--- config.mk ---
export PLATFORM = sky130hd
export DESIGN_NAME = bp_be_dep_tracker
export DESIGN_NICKNAME = d
export VERILOG_FILES = /design/src/rtl/bp_be_dep_pkg.sv /design/src/rtl/bp_be_dep_stage.sv /design/src/rtl/bp_be_dep_tracker.sv
export SDC_FILE = /design/constraint.sdc
export NUM_CORES = 1
export LEC_CHECK = 0
export ABC_AREA = 1
export BUFFER_PORTS_ARGS = -buffer_cell sky130_fd_sc_hd__buf_2
export CORE_MARGIN = 2
export CORE_UTILIZATION = 43
export DETAILED_ROUTE_END_ITERATION = 10
export PLACE_DENSITY = 0.76
export SLEW_MARGIN = 20
export SYNTH_ARGS = -nofsm -noshare
export SYNTH_HDL_FRONTEND = slang
export SYNTH_SLANG_ARGS = --single-unit
--- constraint.sdc ---
create_clock -name clk_i -period 2.1 [get_ports clk_i]
set_clock_uncertainty 0.2 [all_clocks]
set_input_delay 0.63 -clock clk_i [delete_from_list [all_inputs] [get_ports clk_i]]
set_output_delay 0.63 -clock clk_i [all_outputs]
set_load 0.03 [all_outputs]
--- src/rtl/bp_be_dep_pkg.sv ---
// Shared types and latency lookups for the back-end dependency tracker.
// Build option: BP_BE_DEP_ALU_BYPASS_EN removes ALU integer pending time (full ex forwarding).
package bp_be_dep_pkg;

    // Stored rd field is sized for the widest register specifier the tracker supports.
    localparam int dep_rd_width_gp = 8;

    typedef enum logic [1:0] {
        e_fu_alu = 2'd0,
        e_fu_mul = 2'd1,
        e_fu_mem = 2'd2,
        e_fu_fp  = 2'd3
    } fu_class_e;

    typedef struct packed {
        logic                       v;
        logic [dep_rd_width_gp-1:0] rd;
        logic                       irf_w;
        logic                       frf_w;
        fu_class_e                  fu_class;
    } dep_entry_s;

    function automatic int int_lat(input fu_class_e fu_class);
        int lat;
        lat = 0;
        case (fu_class)
`ifdef BP_BE_DEP_ALU_BYPASS_EN
            e_fu_alu: lat = 0;
`else
            e_fu_alu: lat = 1;
`endif
            e_fu_mul: lat = 2;
            e_fu_mem: lat = 2;
            e_fu_fp:  lat = 0;
            default:  lat = 0;
        endcase
        return lat;
    endfunction

    function automatic int fp_lat(input fu_class_e fu_class);
        int lat;
        lat = 0;
        case (fu_class)
            e_fu_alu: lat = 0;
            e_fu_mul: lat = 0;
            e_fu_mem: lat = 2;
            e_fu_fp:  lat = 3;
            default:  lat = 0;
        endcase
        return lat;
    endfunction

endpackage

--- src/rtl/bp_be_dep_stage.sv ---
// One execution-stage slot of the dependency tracker: entry register with kill
// and the per-stage "result not yet forwardable" bits.
module bp_be_dep_stage
    import bp_be_dep_pkg::*;
#(
    parameter int stage_idx_p = 0
) (
    input  logic       clk_i,
    input  logic       reset_n_i,
    input  dep_entry_s entry_i,
    input  logic       kill_i,
    output logic       next_v_o,
    output dep_entry_s entry_o,
    output logic       irf_pend_o,
    output logic       frf_pend_o
);

    dep_entry_s entry_n;

    assign next_v_o = entry_i.v & ~kill_i;

    always_comb begin
        entry_n   = entry_i;
        entry_n.v = next_v_o;
    end

    always_ff @(posedge clk_i or negedge reset_n_i) begin
        if (!reset_n_i) begin
            entry_o <= '0;
        end else begin
            entry_o <= entry_n;
        end
    end

    // A result is pending while the entry sits in a stage earlier than its class latency.
    assign irf_pend_o = entry_o.v & entry_o.irf_w & (stage_idx_p < int_lat(entry_o.fu_class));
    assign frf_pend_o = entry_o.v & entry_o.frf_w & (stage_idx_p < fp_lat(entry_o.fu_class));

endmodule

--- src/rtl/bp_be_dep_tracker.sv ---
// Back-end dependency tracker: shifts dispatched destination records down the
// execution pipe and publishes per-stage pending status for hazard detection.
// Build option: BP_BE_DEP_ALU_BYPASS_EN (see bp_be_dep_pkg).
module bp_be_dep_tracker
    import bp_be_dep_pkg::*;
#(
    parameter int depth_p          = 5,
    parameter int reg_addr_width_p = 5,
    parameter int commit_stage_p   = 2,
    localparam int cnt_width_lp    = $clog2(depth_p + 1)
) (
    input  logic                                 clk_i,
    input  logic                                 reset_n_i,
    input  logic                                 dispatch_v_i,
    input  logic [reg_addr_width_p-1:0]          dispatch_rd_addr_i,
    input  logic                                 dispatch_irf_w_v_i,
    input  logic                                 dispatch_frf_w_v_i,
    input  logic [1:0]                           dispatch_fu_class_i,
    input  logic                                 poison_ex_i,
    input  logic                                 flush_i,
    output logic [depth_p-1:0]                   stage_v_o,
    output logic [depth_p*reg_addr_width_p-1:0]  stage_rd_addr_o,
    output logic [depth_p-1:0]                   stage_irf_pend_o,
    output logic [depth_p-1:0]                   stage_frf_pend_o,
    output logic                                 commit_v_o,
    output logic [reg_addr_width_p-1:0]          commit_rd_addr_o,
    output logic                                 commit_irf_w_v_o,
    output logic                                 commit_frf_w_v_o,
    output logic [cnt_width_lp-1:0]              inflight_cnt_o
);

    typedef logic [cnt_width_lp-1:0] cnt_t;

    dep_entry_s           dispatch_entry;
    dep_entry_s           stage_in [depth_p];
    dep_entry_s           stage_q  [depth_p];
    logic [depth_p-1:0]   stage_kill;
    logic [depth_p-1:0]   next_v;
    logic                 commit_kill;
    cnt_t                 cnt_n;

    // x0 writes are dropped here so no downstream stage ever reports them pending.
    always_comb begin
        dispatch_entry          = '0;
        dispatch_entry.v        = dispatch_v_i;
        dispatch_entry.rd       = dep_rd_width_gp'(dispatch_rd_addr_i);
        dispatch_entry.irf_w    = dispatch_irf_w_v_i & (dispatch_rd_addr_i != '0);
        dispatch_entry.frf_w    = dispatch_frf_w_v_i;
        dispatch_entry.fu_class = fu_class_e'(dispatch_fu_class_i);
    end

    for (genvar s = 0; s < depth_p; s++) begin : g_stage
        if (s == 0) begin : g_head
            assign stage_in[s]   = dispatch_entry;
            assign stage_kill[s] = flush_i;
        end else begin : g_body
            assign stage_in[s]   = stage_q[s-1];
            assign stage_kill[s] = flush_i | (poison_ex_i & ((s - 1) < commit_stage_p));
        end

        bp_be_dep_stage #(
            .stage_idx_p (s)
        ) u_stage (
            .clk_i      (clk_i),
            .reset_n_i  (reset_n_i),
            .entry_i    (stage_in[s]),
            .kill_i     (stage_kill[s]),
            .next_v_o   (next_v[s]),
            .entry_o    (stage_q[s]),
            .irf_pend_o (stage_irf_pend_o[s]),
            .frf_pend_o (stage_frf_pend_o[s])
        );

        assign stage_v_o[s] = stage_q[s].v;
        assign stage_rd_addr_o[s*reg_addr_width_p +: reg_addr_width_p] =
            stage_q[s].rd[reg_addr_width_p-1:0];
    end

    // The leaving entry obeys the same kill rule a hypothetical stage depth_p would.
    assign commit_kill      = flush_i | (poison_ex_i & ((depth_p - 1) < commit_stage_p));
    assign commit_v_o       = stage_q[depth_p-1].v & ~commit_kill;
    assign commit_rd_addr_o = stage_q[depth_p-1].rd[reg_addr_width_p-1:0];
    assign commit_irf_w_v_o = stage_q[depth_p-1].irf_w;
    assign commit_frf_w_v_o = stage_q[depth_p-1].frf_w;

    always_comb begin
        cnt_n = '0;
        for (int s = 0; s < depth_p; s++) begin
            cnt_n = cnt_n + cnt_t'(next_v[s]);
        end
    end

    always_ff @(posedge clk_i or negedge reset_n_i) begin
        if (!reset_n_i) begin
            inflight_cnt_o <= '0;
        end else begin
            inflight_cnt_o <= cnt_n;
        end
    end

endmodule

==> results.cfg, run 1 <==
[pwr]
power_density_nw_per_um2 = 838
peakVddDrop_mv = 0.385
p_leak_uw = 0.00108

[flow_run]
cap_violations = 0

[global_routing]
grt_overflow = 0
antenna_found_initial = 0
grt_max_degree = 50
gr-usage-all-layers_pct = 11.9
first_global_vias = 816
grt_pass1_wl_um = 3840

[worst_setup_path]
crit_required_ps = 2070
crit_fanout = 2
slowest_delay_ps = 520
r2r-start = g_stage[0].u_stage.entry_o[12]
crit_path_start = poison_ex_i
end_kind = flop
crit_arrival_ps = 2340
reg2reg_depth = 5
path_class = primary input to flop
startpoint_type = primary input
rr_endpoint = inflight_cnt_o[1]
crit_chain = buf_8 > nor3b_4 > ha_1 > fa_1 > ha_2 > fa_2
rrSetupSlack_ps = -230
cp_slowest_cell = fa_1

[yosys]
synth_edf_count = 0
synthTopCellsByCount = dfrtp_1, buf_4, nor2_1
yosysUniqueCellTypes = 12
seq_area_frac_synth_pct = 69.3
synth_fa_ha_area_share_pct = 6.51
syn_area_um2 = 1770
synth_flop_cell = dfrtp_1
synth_mux_area_share_pct = 0
syn_avg_cell_area_um2 = 13.8
async_reset_ff_share_pct = 100
synth_seq_cells = 49
synth_top_family_by_area = buffers and inverters
synth_simple_gate_area_share_pct = 5.23
synthesis.instances = 128
netlist_top_cells_area = dfrtp_1, buf_4, ha_1
synth.top_cell.area_share_pct = 69.3
synth-compound-area-share_pct = 0.283
yosys.area.top_type = dfrtp_1
yosysMostFrequentCell = dfrtp_1
yosys_warnings = 0
synth_xor_area_share_pct = 0

[routing]
drt-total-wl_um = 2580
viasPerCell = 4.11
first_iter_violations = 32
drt-wirelength-per-cell_um = 12.0
drc = 0
final_antenna_net_count = 0
first_pass_iters = 4
vias = 883

[placement]
port-buffer-count = 60
gp_congestion = 0.656
place_ws_ps = -559
hpwl_um = 1800
placed_cells = 206

[finish]
multi_input_area_um2 = 272
fin_cells = 215
regArea_um2 = 1230
num_antenna_cells = 0
final_util_pct = 52.1
layout-drive-gt1-share_pct = 49.1
final_net_count = 186
area_growth_pct = 17.0
n_fill_cell = 324

[run_status]
violations = negative setup slack
status = finished with violations

[min_path]
hold_path_class = primary input to async pin

[cts]
numClockSinks = 49
clk_pin_slew_ps = 90
clkLatencyLatePin_ps = 300
cts_tree = yes
cts-htree-levels = 2
cts_buffer_depth = 2
hold_buffers = 0
cts_root_buf = clkbuf_8
numCtsBuffers = 5

[timing]
slew_viol_final = 0
finalHoldViolations = 0
fmax_ghz = 0.422
setup_viol = 3
grt_setup_unrepaired = true
period_needed_ps = 2370
period_share_pct = 113
setup-tns-final_ps = -408
setup_slack_ps = -268

[floorplan]
initial_core_util_pct = 44.5
die_h_um = 68.1
dieArea_um2 = 4640
ios = 65
core_area_um2 = 3970
die_w_um = 68.1
rows = 23
[critical path: cells and delay by family]
kind	cells	cell delay, ps
adder cells (fa/ha/maj)	4	1410
buffers and inverters	1	100
AND/OR/NAND/NOR	1	200
[what timing repair did]
item	4_1_cts	5_1_grt
endpoints found under the setup margin	4	6
cloned	0	0
gates resized for setup	9	11
endpoints found under the hold margin	0	0
setup buffers	1	0
pin swaps	6	2
[registers in the layout, summed over array words and instances, names as in the netlist]
name	flops
g_stage.u_stage.entry_o	46
inflight_cnt_o	3
[worst max path at each step]
stage                                   end  cells after the start
final                     inflight_cnt_o[1]                      6
after global routing      inflight_cnt_o[1]                      6
after CTS                 inflight_cnt_o[1]                      6
after detailed placement  inflight_cnt_o[1]                      6
after global placement    inflight_cnt_o[1]                      6
after floorplan           inflight_cnt_o[1]                      5
[layout make-up]
| class | count | area share, % |
|---|---|---|
| multi-input cells | 34 | 13.1 |
| well taps | 50 | 3.02 |
| repair buffers | 65 | 18.6 |
| flip-flops and latches | 49 | 59.3 |
| clock inverters | 3 | 1.09 |
| inverters | 9 | 1.63 |
| clock buffers | 5 | 3.33 |
[through the flow]
step	hold WS (ps)	cell area, um2	total power [uW]
3_3_place_gp	134	1910	1210
2_1_floorplan	131	1790	1170
6_report	105	2070	1730
5_1_grt	95.5	2070	1820
3_5_place_dp	136	1910	1210
4_1_cts	111	2030	1750
[report_power, final]
part           total, uW  internal, uW  switching (uW)
clock network        533           233             299
registers           1010           987            21.4
logic                194          56.7             137
total               1730          1280             458
[layout by cell type, fill, tap and decap left out, types with 2 or more instances in the layout]
cell type | synthesis | routed
and3_1 | 2 | 2
buf_2 | 0 | 54
buf_4 | 39 | 6
buf_6 | 0 | 3
clkbuf_8 | 0 | 5
clkinvlp_4 | 0 | 3
conb_1 | 1 | 4
dfrtp_1 | 49 | 49
ha_1 | 6 | 3
ha_2 | 0 | 2
inv_1 | 9 | 8
nand2_1 | 6 | 6
nor2_1 | 10 | 9
[per-layer routing]
metal / track usage (%) / wire length [um] / vias to the layer above
met5: 0 / 0 / -
met4: 6.00 / 5 / 0
met3: 4.77 / 220 / 2
met2: 18.0 / 1380 / 43
met1: 14.7 / 968 / 422
li1: - / - / 416
[cells by family (layout without fill, tap and decap cells)]
family,after synthesis,count (layout)
flip-flops,49,49
AND/OR/NAND/NOR,21,21
AO/OA/AOI/OAI,1,1
other,1,4
adder cells (fa/ha/maj),8,8
buffers and inverters,48,82
(Power assumes the default switching activity.)
==> inputs of run 2 (changes only) <==
==> constraint.sdc (replaced) <==
create_clock -name clk_i -period 2.05 [get_ports clk_i]
set_clock_uncertainty 0.2 [all_clocks]
set_input_delay 0.615 -clock clk_i [delete_from_list [all_inputs] [get_ports clk_i]]
set_output_delay 0.615 -clock clk_i [all_outputs]
set_load 0.05 [all_outputs]
==> run 2 against run 1 <==
The flow still finishes with violations (negative setup slack). Register-to-register slack improved by 30 ps. Flip-flop and latch count unchanged. Combinational power increased by 45%. Final area increased by 5.5%. Hold slack got worse by 25 ps. Clock power increased by 13%. Critical path depth unchanged. Die area unchanged. Total power increased by 10%. Critical endpoint unchanged. Largest power group unchanged.
==> results.cfg, run 2 (synthesis results as in run 1) <==
[routing]
drc = 0
wl_met3_um = 227
final_antenna_net_count = 0
vias = 915
wl_met2_um = 1500
top_layer_used = met4
viasPerCell = 4.20
m1WireLength_um = 994
first_iter_violations = 71
first_pass_iters = 4
drt-wirelength-per-cell_um = 12.7
drt-total-wl_um = 2760

[cts]
cts_buffer_depth = 2
numCtsBuffers = 5
clk_pin_slew_ps = 80
hold_buffers = 0
cts_tree = yes
numClockSinks = 49
cts-htree-levels = 2
clkLatencyLatePin_ps = 300
cts_root_buf = clkbuf_8

[pwr]
power_density_nw_per_um2 = 877
p_comb_share_pct = 14.7
peakVddDrop_mv = 0.373
p_clk_share_pct = 31.3
p_int_uw = 1380
p_switching_uw = 531
p_seq_share_pct = 54.0
p_leak_uw = 0.00111
p_sw_share_pct = 27.7
finalPower_uw = 1920

[finish]
reg.largest.list = g_stage.u_stage.entry_o x46, inflight_cnt_o x3
final_net_count = 189
final_common_cell = buf_2
num_antenna_cells = 0
largest_reg_flops = 46
layout-drive-gt1-share_pct = 57.1
area_growth_pct = 23.4
final_util_pct = 55.0
layout_common_cells = buf_2, dfrtp_1, inv_1, clkbuf_8, buf_4
regMostFlops = g_stage.u_stage.entry_o

[floorplan]
rows = 23
core_area_um2 = 3970
initial_core_util_pct = 44.5
die_w_um = 68.1
die_h_um = 68.1
dieArea_um2 = 4640
ios = 65

[worst_setup_path]
end_kind = flop
reg2reg_depth = 5
crit_required_ps = 2090
rrSetupSlack_ps = -200
r2r-start = g_stage[0].u_stage.entry_o[12]
crit_arrival_ps = 2340
crit_fanout = 2
startpoint_type = primary input
rr_endpoint = inflight_cnt_o[1]
path_class = primary input to flop

[global_routing]
first_global_vias = 873
antenna_found_initial = 0
grt_pass1_wl_um = 4190
gr-usage-all-layers_pct = 13.3
grt_max_degree = 50
grt_overflow = 0

[run_status]
violations = negative setup slack
status = finished with violations

[timing]
slew_viol_final = 0
finalHoldViolations = 0
period_share_pct = 112
holdWs_ps = 80.8
fmax_ghz = 0.436
period_needed_ps = 2300
setup_viol = 6
setup_slack_ps = -246
grt_setup_unrepaired = true

[placement]
port-buffer-count = 60
gp_congestion = 0.686
hpwl_um = 1900

[flow_run]
cap_violations = 0

[min_path]
hold_path_class = primary input to async pin
## run 2: worst max path at each step
stage | startpoint | end | cells after the start
2_1_floorplan | flush_i | inflight_cnt_o[1] | 5
3_3_place_gp | flush_i | inflight_cnt_o[1] | 6
3_5_place_dp | flush_i | inflight_cnt_o[1] | 6
4_1_cts | flush_i | inflight_cnt_o[1] | 6
5_1_grt | poison_ex_i | inflight_cnt_o[1] | 6
6_report | poison_ex_i | inflight_cnt_o[1] | 6
## run 2: critical path, stage by stage
cell	delay, ps
buf_8	100
nor3b_4	230
ha_4	230
fa_1	450
ha_2	190
fa_2	510
## run 2: layout make-up
cell class              instances  area (um2)
well taps                      50        62.6
flip-flops and latches         49        1230
multi-input cells              34         325
clock buffers                   7        96.3
clock inverters                 1        5.00
inverters                       9        33.8
repair buffers                 68         434
fillers                       347        1790
## run 2: through the flow
stage	area (um2)	TNS [ps]	cells	worst slack, ps
floorplan	1800	-791	131	-396
global placement	1910	-1320	206	-569
detailed placement	1910	-1470	206	-620
CTS	2070	-626	216	-294
global route	2180	-876	218	-275
finish	2180	-465	218	-246
## run 2: power by group through the flow
stage	sequential, uW	clock (uW)	combinational, uW
after floorplan	1080	0	186
after global placement	1050	0	257
after detailed placement	1050	0	260
after CTS	1030	626	267
after global routing	1040	674	300
final	1030	600	282
## run 2: layer usage
layer / global-route usage (%) / vias to the layer above
li1: - / 424
met1: 15.2 / 447
met2: 21.0 / 40
met3: 5.76 / 4
met4: 7.50 / 0
met5: 0 / -
## run 2: timing repair
item | 4_1_cts | 5_1_grt
setup buffers | 2 | 2
gates cloned | 0 | 0
pin swaps | 5 | 10
endpoints found under the setup margin | 8 | 8
gates resized for setup | 16 | 22
